[src/rtl/mux_rr_arbiter_pkg.sv]
// mux_rr_arbiter_pkg
// Shared definitions for the round-robin mux arbiter: sizes, the arbiter
// state encoding and the round-robin priority pick function.
package mux_rr_arbiter_pkg;

    localparam int NUM_SRC = 4;
    localparam int SEL_W   = 2;
    localparam int WIDTH   = 17;

    typedef enum logic [1:0] {
        IDLE = 2'd0,
        LOAD = 2'd1,
        SEND = 2'd2
    } state_t;

    // Return the first set bit of eff, scanning ptr, ptr+1, ... with the
    // index wrapping modulo NUM_SRC (natural SEL_W-bit wrap). When eff is
    // empty the result is ptr, but callers only use it when eff != 0.
    function automatic logic [SEL_W-1:0] rr_pick(
        input logic [NUM_SRC-1:0] eff,
        input logic [SEL_W-1:0]   ptr
    );
        logic [SEL_W-1:0] win;
        logic [SEL_W-1:0] idx;
        logic             found;
        win   = ptr;
        found = 1'b0;
        for (int i = 0; i < NUM_SRC; i++) begin
            idx   = ptr + SEL_W'(i);
            win   = (!found && eff[idx]) ? idx : win;
            found = found | eff[idx];
        end
        return win;
    endfunction

endpackage

[src/rtl/mux_rr_arbiter_mux.sv]
// mux
// The shared 4:1 selection mux.
// Ports:
//   i0..i3  in  WIDTH  candidate words
//   select  in  2      index of the word to pass through
//   d       out WIDTH  selected word (combinational)
module mux #(
    parameter int WIDTH = 17
) (
    input  logic [WIDTH-1:0] i0,
    input  logic [WIDTH-1:0] i1,
    input  logic [WIDTH-1:0] i2,
    input  logic [WIDTH-1:0] i3,
    input  logic [1:0]       select,
    output logic [WIDTH-1:0] d
);

    // Pure 4:1 selection.
    always_comb begin
        d = {WIDTH{1'b0}};
        case (select)
            2'd0:    d = i0;
            2'd1:    d = i1;
            2'd2:    d = i2;
            2'd3:    d = i3;
            default: d = {WIDTH{1'b0}};
        endcase
    end

endmodule

[src/rtl/mux_rr_arbiter.sv]
// mux_rr_arbiter
// Round-robin arbiter sharing one 4:1 mux among four sources. A winner is
// picked in IDLE, its word is captured through the mux in LOAD and offered
// downstream on a valid/ready handshake in SEND; acceptance acks the source.
// Ports:
//   clk        in   1      system clock, rising edge
//   rst        in   1      asynchronous active-high reset
//   req        in   4      per-source request
//   din0..din3 in   WIDTH  per-source data
//   sel        out  2      current grant index, drives the mux select
//   out_data   out  WIDTH  registered selected word
//   out_valid  out  1      out_data valid
//   out_ready  in   1      consumer accepts when high with out_valid
//   ack        out  4      one-cycle pulse for the accepted source
//   busy       out  1      high whenever the arbiter is not idle
module mux_rr_arbiter
    import mux_rr_arbiter_pkg::*;
#(
    parameter int WIDTH   = mux_rr_arbiter_pkg::WIDTH,
    parameter int NUM_SRC = mux_rr_arbiter_pkg::NUM_SRC
) (
    input  logic               clk,
    input  logic               rst,
    input  logic [NUM_SRC-1:0] req,
    input  logic [WIDTH-1:0]   din0,
    input  logic [WIDTH-1:0]   din1,
    input  logic [WIDTH-1:0]   din2,
    input  logic [WIDTH-1:0]   din3,
    output logic [SEL_W-1:0]   sel,
    output logic [WIDTH-1:0]   out_data,
    output logic               out_valid,
    input  logic               out_ready,
    output logic [NUM_SRC-1:0] ack,
    output logic               busy
);

    state_t             state;
    state_t             next_state;
    logic [SEL_W-1:0]   ptr;
    logic [NUM_SRC-1:0] eff;
    logic [SEL_W-1:0]   winner;
    logic [WIDTH-1:0]   mux_d;
    logic               handshake;

    // A source in its ack cycle is masked so it cannot be re-granted at once.
    assign eff       = req & ~ack;
    assign winner    = rr_pick(eff, ptr);
    assign handshake = (state == SEND) && out_valid && out_ready;
    assign busy      = (state != IDLE);

    mux #(.WIDTH(WIDTH)) u_mux (
        .i0     (din0),
        .i1     (din1),
        .i2     (din2),
        .i3     (din3),
        .select (sel),
        .d      (mux_d)
    );

    // State register.
    always_ff @(posedge clk or posedge rst) begin
        if (rst) begin
            state <= IDLE;
        end else begin
            state <= next_state;
        end
    end

    // Next-state logic.
    always_comb begin
        next_state = state;
        case (state)
            IDLE: begin
                if (eff != {NUM_SRC{1'b0}}) begin
                    next_state = LOAD;
                end else begin
                    next_state = IDLE;
                end
            end
            LOAD: next_state = SEND;
            SEND: begin
                if (handshake) begin
                    next_state = IDLE;
                end else begin
                    next_state = SEND;
                end
            end
            default: next_state = IDLE;
        endcase
    end

    // Grant index, pointer, captured word, valid flag and ack pulse.
    always_ff @(posedge clk or posedge rst) begin
        if (rst) begin
            sel       <= {SEL_W{1'b0}};
            ptr       <= {SEL_W{1'b0}};
            out_data  <= {WIDTH{1'b0}};
            out_valid <= 1'b0;
            ack       <= {NUM_SRC{1'b0}};
        end else begin
            ack <= {NUM_SRC{1'b0}};
            case (state)
                IDLE: begin
                    if (eff != {NUM_SRC{1'b0}}) begin
                        sel <= winner;
                    end
                end
                LOAD: begin
                    out_data  <= mux_d;
                    out_valid <= 1'b1;
                end
                SEND: begin
                    if (handshake) begin
                        out_valid <= 1'b0;
                        ack[sel]  <= 1'b1;
                        // SEL_W-bit add wraps 3 back to 0.
                        ptr       <= sel + 2'd1;
                    end
                end
                default: begin
                    out_valid <= 1'b0;
                end
            endcase
        end
    end

endmodule

[config.mk]
export PLATFORM = sky130hd
export DESIGN_NAME = mux_rr_arbiter
export DESIGN_NICKNAME = d
export VERILOG_FILES = /design/src/rtl/mux_rr_arbiter_pkg.sv /design/src/rtl/mux_rr_arbiter_mux.sv /design/src/rtl/mux_rr_arbiter.sv
export SDC_FILE = /design/constraint.sdc
export NUM_CORES = 1
export LEC_CHECK = 0
export CORE_UTILIZATION = 30
export DETAILED_ROUTE_END_ITERATION = 12
export GPL_TIMING_DRIVEN = 0
export PLACE_DENSITY = 0.68
export SLEW_MARGIN = 40
export SYNTH_ARGS = -nofsm -noshare
export SYNTH_HDL_FRONTEND = slang
export SYNTH_SLANG_ARGS = --single-unit
[constraint.sdc]
create_clock -name clk -period 2.9 [get_ports clk]
set_input_delay 0.58 -clock clk [delete_from_list [all_inputs] [get_ports clk]]
set_output_delay 0.58 -clock clk [all_outputs]
set_load 0.03 [all_outputs]
* Word level (Yosys, flattened, before mapping)
Cells that the tools add are included.
** Storage, ports and cells
- Output and inout bits :: 25
- Input bits :: 75
- Register bits after elaboration :: 28
- Logic and storage cells :: 64
** Operators by class
- $lt $le $gt $ge :: 6
- Eq/ne operators :: 6
- Multiplexer cells :: 21
- Add/subtract/negate cells :: 4
- Reduce and logical (&&, ||, !) cells :: 16
- Bitwise operators :: 5
** Operators with widths (count)
- 17-bit case mux with 4 select lines :: 1
- 2-bit by 3-bit < comparator with 1-bit output, second input constant :: 5
- 1-bit binary-select mux with 2-bit select :: 4
- 2-bit 2-to-1 mux :: 4
- 4-bit 2-to-1 mux :: 2
- 1-bit 2-to-1 mux :: 7
- 2-bit == test, second input constant :: 3
- 1-bit logical AND :: 6
- 2-bit case mux with 3 select lines :: 1
- 2-bit AND reduction :: 3
- 2-bit by 1-bit adder with 2-bit output, second input constant :: 2
- 2-bit adder, second input constant :: 2
- 4-bit AND :: 1
- 2-bit by 1-bit == test with 1-bit output, second input constant :: 2
- 2-bit zero test :: 2
- 4-bit NOT :: 1
- 4-bit nonzero test :: 1
- 1-bit zero test :: 3
- 1-bit case mux with 3 select lines :: 1
- 1-bit demux with 2-bit select :: 1
- 2-bit by 1-bit >= comparator with 1-bit output, second input constant :: 1
- 2-bit inequality test, second input constant :: 1
- 1-bit OR :: 2
- 2-bit nonzero test :: 1
- 1-bit NOT :: 1

* Logic depth before layout (Yosys ltp)
- Depth in word-level cells :: 9
- Gate-level depth with buffers :: 8
- Depth with buffers taken out :: 6

* By module
From an unflattened synthesis, not the netlist that was laid out.
** Second synthesis, totals
- Cell total of the unflattened synthesis :: 111
- Area total of the unflattened synthesis :: 1709.1 sq um
** By module, submodules not included
- mux_rr_arbiter :: instances 1, cells each 90, sequential area each 700.7 sq um, area each 1258.7 sq um
- mux :: instances 1, cells each 21, sequential area each 0.0 sq um, area each 450.4 sq um

* Worst setup path after synthesis
Ideal clock, no wire load.
- Path type :: register to register
- Start :: register sel[0]
- End :: register out_data[10]
- Data required time :: 2.769 ns
- Path buffers :: 2
- Clock period less this slack :: 1.803 ns
- Setup time :: 0.131 ns
- Arrival :: 1.671 ns
- Slack :: 1.097 ns
- Stages on the path, launching flop included :: 9
- Cell sequence :: dfrtp_1 inv_1 ha_1 buf_6 buf_6 a222oi_1 nor2_1 a21oi_1 o21ai_1
** On the way
- Longest elaborated chain between the ends :: 2
- Elaborated cells between the ends (all ways) :: 5
- Classes of those cells :: eq/ne: 3; mux: 1; reduce/logical: 1
** RTL lines
- from (decl) :: RTL line mux_rr_arbiter.sv:29 : output logic [SEL_W-1:0] sel,
- from (signal assigned) :: RTL line mux_rr_arbiter.sv:95 : sel <= {SEL_W{1'b0}};
- from (signal assigned) :: RTL line mux_rr_arbiter.sv:105 : sel <= winner;
- 2-bit == test, or another cell as far along :: RTL line mux_rr_arbiter_mux.sv:21 : case (select)
- 17-bit case mux with 4 select lines * :: RTL line mux_rr_arbiter_mux.sv:21
- to (signal assigned) :: RTL line mux_rr_arbiter.sv:97 : out_data <= {WIDTH{1'b0}};
- to (signal assigned) :: RTL line mux_rr_arbiter.sv:109 : out_data <= mux_d;
- to (decl) :: RTL line mux_rr_arbiter.sv:30 : output logic [WIDTH-1:0] out_data,
Mark *: on every way between the ends. The rest lies on a longest branch, timed or not.
A chain may end at the register's enable or synchronous reset.

* Worst setup path in the final report
- Start :: register state[0]
- End :: output busy
** On the way
- Longest elaborated chain between the ends :: 1
** RTL lines
- from (decl) :: RTL line mux_rr_arbiter.sv:37 : state_t state;
- from (signal assigned) :: RTL line mux_rr_arbiter.sv:65 : state <= next_state;
- 2-bit nonzero test :: RTL line mux_rr_arbiter.sv:49 : assign busy = (state != IDLE);
- to (decl) :: RTL line mux_rr_arbiter.sv:34 : output logic busy
No other way between the ends.

==> impl_results.rst <==
.. list-table::
   :header-rows: 1

   * - Metric
     - Value
   * - Post-synth top area cell
     - sky130_fd_sc_hd__dfrtp_1
   * - TritonCTS clock tree
     - done
   * - Minimum clock period
     - 2.17 ns
   * - Placeable core region
     - 4880 µm²
   * - Cells after DPL
     - 335
   * - Switch Pwr
     - 0.00112 W
   * - Number of clock sinks
     - 28
   * - Number of buffers on the longest clock path
     - 2
   * - Static Leakage
     - 1.12 nW
   * - Endpoint type of the worst setup path
     - output port
   * - Final hold slack
     - 0.493 ns
   * - Number of library cell types mapped by synthesis
     - 28
   * - Post-route fraction of the period consumed by the critical path
     - 0.750
   * - Class of the most critical setup path
     - flop to output port
   * - Sequential-to-total area share from yosys stat
     - 0.446
   * - Yosys Warn Count
     - 0
   * - Number of nets in the layout
     - 353
   * - Setup TNS after final layout
     - 0 ns
   * - Share of Yosys cell area claimed by the top area cell type
     - 0.446
   * - Non-filler cells in the finished layout
     - 339
   * - Weighted congestion reported at the end of routability-driven placement
     - 0.827
   * - Most used flip-flop cell after synthesis
     - sky130_fd_sc_hd__dfrtp_1
   * - Number of clock buffers inserted by TritonCTS
     - 3
   * - First-pass iteration count of the detailed router
     - 4
   * - Maximum vdd ir drop
     - 0.390 mV
   * - Maximum Capacitance Violations
     - 0
   * - Global-route wire length before repair
     - 7490 µm
   * - Number of failing hold endpoints at the final stage
     - 0
   * - Die boundary height
     - 74.4 µm
   * - Internal
     - 0.00143 W
   * - CP Buf/Inv Count
     - 1
   * - Area of the die
     - 5540 µm²
   * - Logic depth of the worst setup path including buffers
     - 2
   * - Vias per cell
     - 4.95
   * - # resized after CTS
     - 0
   * - Cell Pwr Density
     - 939 nW/µm²
   * - Critical path peak fanout
     - 5
   * - Routed wirelength normalized by instance count
     - 14.8 µm
   * - Number of H-tree levels
     - 1
   * - Worst hold-check path type
     - flop to flop
   * - Worst path max stage delay
     - 0.61 ns
   * - Unrepaired setup endpoints after global routing
     - false
   * - Setup violations, final
     - 0
   * - Clock network power share
     - 0.123
   * - Register share of total power
     - 0.255
   * - Overall track demand over capacity in global routing
     - 0.177
   * - Area of the mapped netlist
     - 1570 µm²
   * - Clock Skew
     - 0.00727 ns
   * - Post-synthesis average cell area
     - 9.31 µm²
   * - Residual DRC
     - 0
   * - Overall die width
     - 74.4 µm
   * - Grt total ovfl
     - 0
   * - Number of violations reported at the end of detailed-routing iteration 0
     - 95
   * - Antenna violation net count after detailed routing
     - 0
   * - Half-perimeter wire length after placement
     - 3810 µm
   * - Post-synthesis instance total
     - 169
   * - Ports
     - 100
   * - Sequential cell area in the final layout
     - 701 µm²
   * - Net Count, Synth
     - 249
   * - Switching share of power
     - 0.439
   * - Clock root buffer
     - sky130_fd_sc_hd__clkbuf_8
   * - Worst R2R Path Depth
     - 8
   * - Cell row count
     - 25
   * - Worst-path cell chain
     - or2_1 -> clkdlybuf4s50_1
   * - Pin count of the biggest net entering global routing
     - 29
   * - Clock slew seen by the registers of the worst setup and hold paths
     - 0.10 ns
   * - Footprint of the multi-input gates
     - 749 µm²
   * - Number of global-route vias before repair
     - 1624
   * - Flip-flop and latch count after synthesis
     - 28
   * - Max stage delay cell, worst path
     - sky130_fd_sc_hd__clkdlybuf4s50_1
   * - P&R area growth vs syn
     - 72.9%
   * - Kind of cell adding the most delay to the critical path
     - buffers and inverters
   * - Most area-consuming cells after synthesis
     - sky130_fd_sc_hd__dfrtp_1 (45%), sky130_fd_sc_hd__a222oi_1 (11%), sky130_fd_sc_hd__a21oi_1 (6.0%)
   * - Highest achievable clock rate
     - 0.460 GHz
   * - Ratio of cells with drive above 1 in the final layout
     - 0.0772
   * - Routed WL
     - 5020 µm
   * - Number of fillers in the final layout
     - 451
   * - Async S/R FF share, synth
     - 1.00
   * - Number of slew-limit violations in the final report
     - 0
   * - Total setup buffers inserted after CTS
     - 0
   * - Antenna violations before repair
     - 0
   * - Startpoint Class
     - flop
   * - Number of antenna cells inserted
     - 0
   * - Run status
     - finished, final reports clean
   * - Worst hold path stage count
     - 2
   * - Transition at the pin with the smallest max-transition slack
     - 0.585 ns
   * - Combinational cell fraction of total power
     - 0.621
   * - Relative slew margins
     - 0.609
   * - Endpoint arrival time on the critical path
     - 1.59 ns
   * - Number of synthesized flops with an enable pin
     - 0
   * - Required time of the critical path
     - 2.32 ns
   * - Vias
     - 1679
   * - Hold buffers post-CTS
     - 0
   * - Count of port buffers added during placement
     - 99
   * - Worst skew pair latency
     - 0.28 ns
   * - Starting utilization of the core area
     - 0.322
## registers in the layout, summed over array words and instances (netlist names)
| register | count |
|---|---|
| out_data | 17 |
| ack | 4 |
| out_valid | 1 |
| sel | 2 |
| ptr | 2 |
| state | 2 |
## worst min-delay path, stage by stage (launching register included)
cell and delay (ns):
sky130_fd_sc_hd__dfrtp_1 0.35, sky130_fd_sc_hd__nand2_1 0.05, sky130_fd_sc_hd__o21ai_1 0.06
## metrics by stage
| step | total power (W) | util | setup slack (ns) | cell area (µm²) |
|---|---|---|---|---|
| 2_1_floorplan | 0.00167 | - | 1.10 | 1570 |
| 3_3_place_gp | 0.00224 | 0.543 | 0.965 | 2650 |
| 3_5_place_dp | 0.00226 | 0.543 | 0.990 | 2650 |
| 4_1_cts | 0.00258 | 0.557 | 0.717 | 2720 |
| 5_1_grt | 0.00275 | 0.557 | 0.682 | 2720 |
| 6_report | 0.00255 | 0.557 | 0.725 | 2720 |
## power by group through the flow
stage	clock, W	sequential, W	combinational, W
5_1_grt	0.000336	0.000675	0.00174
4_1_cts	0.000319	0.000653	0.00161
3_3_place_gp	0	0.000655	0.00159
6_report	0.000315	0.000652	0.00159
3_5_place_dp	0	0.000661	0.00160
2_1_floorplan	0	0.000892	0.000775
## cell usage after synthesis (2+ instances only)
cell type                  number
sky130_fd_sc_hd__o21ai_1        9
sky130_fd_sc_hd__nor2_1        19
sky130_fd_sc_hd__clkbuf_1       2
sky130_fd_sc_hd__nor2b_1        2
sky130_fd_sc_hd__dfrtp_1       28
sky130_fd_sc_hd__a222oi_1      17
sky130_fd_sc_hd__buf_2          6
sky130_fd_sc_hd__nand2b_1       6
sky130_fd_sc_hd__a21oi_1       19
sky130_fd_sc_hd__buf_6          4
sky130_fd_sc_hd__and2_1         3
sky130_fd_sc_hd__o221ai_1       2
sky130_fd_sc_hd__ha_1           5
sky130_fd_sc_hd__nand2_1       20
sky130_fd_sc_hd__o21ai_0       12
sky130_fd_sc_hd__inv_1          3
## worst paths after layout
| check | end | start | slack (ns) |
|---|---|---|---|
| min reg2reg | out_data[11]$_DFFE_PP0P_ | out_data[11]$_DFFE_PP0P_ | 0.49 |
| min | out_data[11]$_DFFE_PP0P_ | out_data[11]$_DFFE_PP0P_ | 0.49 |
| max in group asynchronous | out_data[12]$_DFFE_PP0P_ | rst | 1.84 |
| min in group asynchronous | out_data[2]$_DFFE_PP0P_ | rst | 0.68 |
| max | busy | state[0]$_DFF_PP0_ | 0.73 |
| max reg2reg | out_data[7]$_DFFE_PP0P_ | sel[0]$_DFFE_PP0P_ | 1.09 |
## area by class of cell
cell class,instances,share of cell area
Buffer,14,0.0410
Clock buffer,3,0.0152
Clock inverter,1,0.0110
Inverter,3,0.00414
Multi-Input combinational cell,124,0.276
Sequential cell,28,0.258
Tap cell,67,0.0308
Timing Repair Buffer,99,0.364
## cells in the final DEF (no fill, tap or decap)
| cell | count |
|---|---|
| sky130_fd_sc_hd__o221ai_1 | 2 |
| sky130_fd_sc_hd__nor2b_1 | 2 |
| sky130_fd_sc_hd__a41oi_2 | 1 |
| sky130_fd_sc_hd__or2_1 | 1 |
| sky130_fd_sc_hd__bufinv_16 | 1 |
| sky130_fd_sc_hd__a21boi_0 | 1 |
| sky130_fd_sc_hd__a21oi_1 | 19 |
| sky130_fd_sc_hd__o2bb2ai_1 | 1 |
| sky130_fd_sc_hd__clkbuf_8 | 4 |
| sky130_fd_sc_hd__and2_2 | 1 |
| sky130_fd_sc_hd__inv_1 | 2 |
| sky130_fd_sc_hd__and2_1 | 3 |
| sky130_fd_sc_hd__nor2_2 | 1 |
| sky130_fd_sc_hd__nand2_1 | 20 |
| sky130_fd_sc_hd__a31oi_1 | 1 |
| sky130_fd_sc_hd__a222oi_1 | 17 |
| sky130_fd_sc_hd__o21a_1 | 1 |
| sky130_fd_sc_hd__ha_1 | 5 |
| sky130_fd_sc_hd__o21ai_0 | 12 |
| sky130_fd_sc_hd__dfrtp_1 | 28 |
| sky130_fd_sc_hd__mux2_2 | 1 |
| sky130_fd_sc_hd__buf_2 | 6 |
| sky130_fd_sc_hd__nor2_1 | 19 |
| sky130_fd_sc_hd__buf_8 | 1 |
| sky130_fd_sc_hd__buf_6 | 4 |
| sky130_fd_sc_hd__nand2b_1 | 6 |
| sky130_fd_sc_hd__o22ai_1 | 1 |
| sky130_fd_sc_hd__o21ai_1 | 9 |
| sky130_fd_sc_hd__clkbuf_1 | 2 |
| sky130_fd_sc_hd__inv_2 | 1 |
| sky130_fd_sc_hd__clkdlybuf4s50_1 | 99 |
## layer usage
layer	up-vias	global-route usage	part of all wire
li1	828	-	-
met1	773	0.227	0.43
met2	74	0.287	0.47
met3	4	0.0434	0.093
met4	0	0.0692	0.0070
met5	-	0	0
## logic make-up after synthesis
family / share of synthesized area
DFF: 0.446
and+or+nand+nor: 0.150
AOI/OAI and AO/OA: 0.280
adders and majority gates: 0.0398
muxes: 0.00716
buffers and inverters: 0.0780
No activity file was read; power rests on OpenSTA's default activity.
